--- config.mk ---
export PLATFORM = sky130hd
export DESIGN_NAME = down_counter
export DESIGN_NICKNAME = d
export VERILOG_FILES = /design/src/rtl/down_counter.sv
export SDC_FILE = /design/constraint.sdc
export NUM_CORES = 1
export LEC_CHECK = 0
export BUFFER_PORTS_ARGS = -buffer_cell sky130_fd_sc_hd__buf_4
export CORE_AREA = 5 5 42 44
export DETAILED_ROUTE_END_ITERATION = 10
export DIE_AREA = 0 0 47 49
export PLACE_DENSITY = 0.64
export SKIP_LAST_GASP = 1
export SLEW_MARGIN = 0
export SYNTH_ARGS = -nofsm -noshare
export SYNTH_HDL_FRONTEND = slang
export SYNTH_SLANG_ARGS = --single-unit
--- constraint.sdc ---
create_clock -name clk -period 1.18 [get_ports clk]
set_input_delay 0.236 -clock clk [delete_from_list [all_inputs] [get_ports clk]]
set_output_delay 0.236 -clock clk [all_outputs]
set_load 0.05 [all_outputs]
--- src/rtl/down_counter.sv ---
// Loadable down-counting timer: counts a loaded value to zero on the falling clock edge and pulses done for one cycle.
// Optional DOWN_COUNTER_AUTO_RELOAD_EN restarts the count from the last loaded value after each done pulse.
module down_counter #(
  parameter int WIDTH = 4
) (
  input  logic             clk,
  input  logic             nrst,
  input  logic             load,
  input  logic [WIDTH-1:0] load_val,
  input  logic             start,
  input  logic             hold,
  input  logic             stop,
  output logic [WIDTH-1:0] count,
  output logic             busy,
  output logic             done,
  output logic             zero
);

  typedef enum logic [1:0] {
    IDLE = 2'd0,
    RUN  = 2'd1,
    DONE = 2'd2
  } state_t;

  state_t           state_q, state_d;
  logic [WIDTH-1:0] count_q, count_d;
  logic             busy_q;
  logic             done_q;

`ifdef DOWN_COUNTER_AUTO_RELOAD_EN
  logic [WIDTH-1:0] reload_q, reload_d;
`endif

  always_comb begin
    state_d  = state_q;
    count_d  = count_q;
`ifdef DOWN_COUNTER_AUTO_RELOAD_EN
    reload_d = reload_q;
`endif
    case (state_q)
      IDLE: begin
        // load wins over start on the same edge
        if (load) begin
          count_d  = load_val;
`ifdef DOWN_COUNTER_AUTO_RELOAD_EN
          reload_d = load_val;
`endif
        end else if (start) begin
          state_d = (count_q == '0) ? DONE : RUN;
        end
      end
      RUN: begin
        if (stop) begin
          state_d = IDLE;
        end else if (!hold) begin
          count_d = count_q - WIDTH'(1);
          if (count_q == WIDTH'(1)) state_d = DONE;
        end
      end
      DONE: begin
`ifdef DOWN_COUNTER_AUTO_RELOAD_EN
        if (reload_q != '0) begin
          count_d = reload_q;
          state_d = RUN;
        end else begin
          state_d = IDLE;
        end
`else
        state_d = IDLE;
`endif
      end
      default: state_d = IDLE;
    endcase
  end

  // Outputs are registered from the next state so they line up with the state register.
  always_ff @(negedge clk) begin
    if (!nrst) begin
      state_q  <= IDLE;
      count_q  <= '0;
      busy_q   <= 1'b0;
      done_q   <= 1'b0;
`ifdef DOWN_COUNTER_AUTO_RELOAD_EN
      reload_q <= '0;
`endif
    end else begin
      state_q  <= state_d;
      count_q  <= count_d;
      busy_q   <= (state_d != IDLE);
      done_q   <= (state_d == DONE);
`ifdef DOWN_COUNTER_AUTO_RELOAD_EN
      reload_q <= reload_d;
`endif
    end
  end

  assign count = count_q;
  assign busy  = busy_q;
  assign done  = done_q;
  assign zero  = (count_q == '0);

endmodule

; Word level (Yosys, flattened, before mapping)
; Cells that the tools add are included.
; Widths: inputs -> output; s select.
[totals]
wordCells = 27
output_inout_bits = 7
in_bits = 10
register_bits = 8
[classes]
n_eq_ne = 6
muxes = 11
addsub = 1
reduce_logical = 5
[op_table]
columns = operator, n
row1 = $mux 2, 6
row2 = $mux 4, 3
row3 = $pmux 4 s2, 1
row4 = $ne 2x2->1 const B, 3
row5 = $eq 4x1->1 const B, 1
row6 = $logic_not 4->1, 1
row7 = $pmux 2 s2, 1
row8 = $reduce_and 4->1, 1
row9 = $reduce_bool 2->1, 2
row10 = $sub 4x1->4 const B, 1
row11 = $eq 2x1->1 const B, 1
row12 = $eq 2x2->1 const B, 1
row13 = $logic_not 2->1, 1

; Longest topological paths before layout
[logic_depth]
word_depth = 6
mapped_depth = 5
depth_no_buf = 5

==> results.yml <==
finish:
  diodes: 0
  fin_area_um2: 1049
  areaGrowthSynthToFinish_pct: 112.7
  nNetsFinal: 115
  drive_above_1_share: 0.6100
die:
  core-area_um2: 1401
  io_pins: 17
  die_h_um: 49
  num_rows: 14
  die_x_um: 47
  start_util: 0.3518
  die_area_um2: 2303
setup_path:
  crit_required_ps: 940
  path_cells: "inv_4, ha_4, nor3b_4, buf_6"
  crit_path_end_kind: "output port"
  critPathLaunchType: "flop"
  crit_type: "flop to output port"
  r2r_slack_ps: -110
  cp.arrival_ps: 1810
  cpPeakStageDelay_ps: 340
  crit_fanout: 2
  reg2reg_from: "count[0]"
  ff2ff_path_depth: 6
  reg2reg_to: "state_q[0]"
  cp_slowest_cell: "dfxtp_4"
synth:
  syn_avg_cell_area_um2: 9.129
  ys_warn_count: 0
  yosysTopAreaCellShare: 0.3249
  ys.flop_type: "dfxtp_1"
  synth_area_leaders: "dfxtp_1 32%, ha_1 7.6%, nor4b_4 4.8%"
  async_flop_share: 0
  ys_ff_latch: 8
  seq_area_frac_synth: 0.3249
  synth_edf_count: 0
  yosys.area.top_type: "dfxtp_1"
  synthCells: 54
  syn-cell-area_um2: 493.0
  syn-num-nets: 67
  ys_types: 27
place:
  place_hpwl_um: 1088
  globalplace.congestion: 0.7534
  numPortBuffers: 16
  place_area_um2: 800.8
power_and_ir_drop:
  switching_share: 0.3816
  clockPowerShare: 0.271
  power.share.sequential: 0.282
  power_density_nw_per_um2: 1108
  p_leak_nw: 0.4721
  power.internal_mw: 0.7186
  p_sw_mw: 0.4434
  peakVddDrop_mv: 0.7314
  pwr-share-comb: 0.446
routing:
  viasPerCell: 5.207
  drtAntennaViolNets: 0
  wirelength_um: 1701
  post_drt_wl_per_cell_um: 14.66
  via_count: 604
  drt_iter0_drc: 2
  firstDrtPassIters: 2
  drcViolationCount: 0
sta:
  tns_ps: -5167
  setup_ws_ps: -867.5
  setup_viol_count_final: 15
  relSlewSlack: 0.7253
  drv_slew: 0
  tightest_slew_ps: 411.6
  hold_viol: 0
  rsz0062_at_grt: "yes"
  clock_skew_ps: 17.13
grt:
  grt_max_degree: 9
  overflow: 0
  grt_pass1_vias: 632
  grt_pass1_wl_um: 2628
  grt.total_usage: 0.1619
  grtUsageMet2: 0.2308
  use_met3: 0.07380
  busiest_layer: "met2"
  antenna_found_initial: 0
  met1_usage: 0.1842
status:
  outcome: "complete, but fails checks"
  failed_checks: "setup timing"
clock_tree:
  cts_max_level: 1
  numCtsBuffers: 3
  cts_tree: "done"
  clk_path_buf_depth: 2
  clkTransAtPathRegs_ps: 30
  clock-root-buffer: "clkbuf_4"
  postCtsHoldBufs: 0
  clock_sinks: 8
  insertion_delay_ps: 330
hold_path:
  min_to: "count[0]"
  hold_depth: 3
  hold_start: "count[0]"
  hold_path_class: "flop to flop"
job:
  cap_violations: 0
[layout make-up]
class / count / area, µm²
multi-input combinational: 41 / 406.6
timing repair buffer: 36 / 364.1
fill: 102 / 352.8
sequential: 8 / 185.2
clock inverter: 8 / 30.03
clock buffer: 3 / 22.52
inverter: 4 / 20.02
tap: 16 / 20.02
[metrics by stage]
step	total power, mW	utilization	hold WS, ps	instances	setup slack, ps
6_report	1.162	0.7482	689.2	116	-867.5
2_1_floorplan	0.5917	-	582.0	54	-777.8
5_1_grt	1.252	0.7482	716.2	116	-918.4
3_3_place_gp	0.7515	0.5714	650.0	101	-582.8
3_5_place_dp	0.7580	0.5714	660.7	101	-596.7
4_1_cts	1.115	0.6875	705.8	113	-908.0
[layout by cell type (no fill, tap or decap), types with 3 or more instances in the layout]
cell,n
nor4b_4,3
buf_6,11
dfxtp_4,6
buf_8,7
nor2_1,3
clkbuf_4,3
nor3_1,3
buf_4,18
inv_1,10
[logic make-up after synthesis]
| logic type | count (synthesis) | synth area share |
|---|---|---|
| and+or+nand+nor | 25 | 0.3553 |
| AOI/OAI and AO/OA | 11 | 0.1650 |
| DFF | 8 | 0.3249 |
| buffers and inverters | 5 | 0.03808 |
| adders and majority gates | 3 | 0.07615 |
| muxes | 2 | 0.04061 |
[power groups by stage]
stage          clock, mW  combinational (mW)  sequential (mW)
2_1_floorplan     0.0466               0.150            0.395
3_3_place_gp      0.0466               0.384            0.321
3_5_place_dp      0.0466               0.390            0.321
4_1_cts            0.330               0.462            0.323
5_1_grt            0.368               0.553            0.331
6_report           0.315               0.519            0.328
[worst max-delay path: cells and delay by family (launching register included)]
family,cells,cell delay [ps]
adder cells (fa/ha/maj),1,120
flip-flops,1,340
buffers and inverters,2,250
AND/OR/NAND/NOR,1,190
[routing by layer]
layer  vias up  wire length [µm]
met5         -                 0
met4         0                22
met3         3               100
met2        17               821
met1       284               757
li1        300                 -
[worst max path at each step]
stage               startpoint        to  cells after the start
finish                count[1]      zero                      4
global route          count[0]      zero                      4
CTS                   count[0]      zero                      4
detailed placement        load  count[2]                      5
global placement          load  count[2]                      5
floorplan             count[0]      zero                      3
[cell usage after synthesis (2+ instances only)]
cell type / n
or3_1: 2
nor2_1: 3
o2111ai_1: 2
nor3_1: 3
a211oi_1: 2
ha_1: 3
nand2b_1: 2
a21oi_1: 2
nor2b_1: 2
nor3b_1: 2
dfxtp_1: 8
inv_1: 5
nand2_1: 2
nor4b_1: 2
mux2i_1: 2
[repair_timing]
| action | 4_1_cts | 5_1_grt |
|---|---|---|
| resized for setup | 24 | 16 |
| buffers inserted | 3 | 6 |
| pin swaps | 6 | 8 |
| setup endpoints to repair | 15 | 15 |
[sequential cells by signal (all words and copies together), names as in the netlist]
signal,cells
busy,1
count,4
state_q,2
done,1
Note: power is estimated with default switching activity, not from simulation.
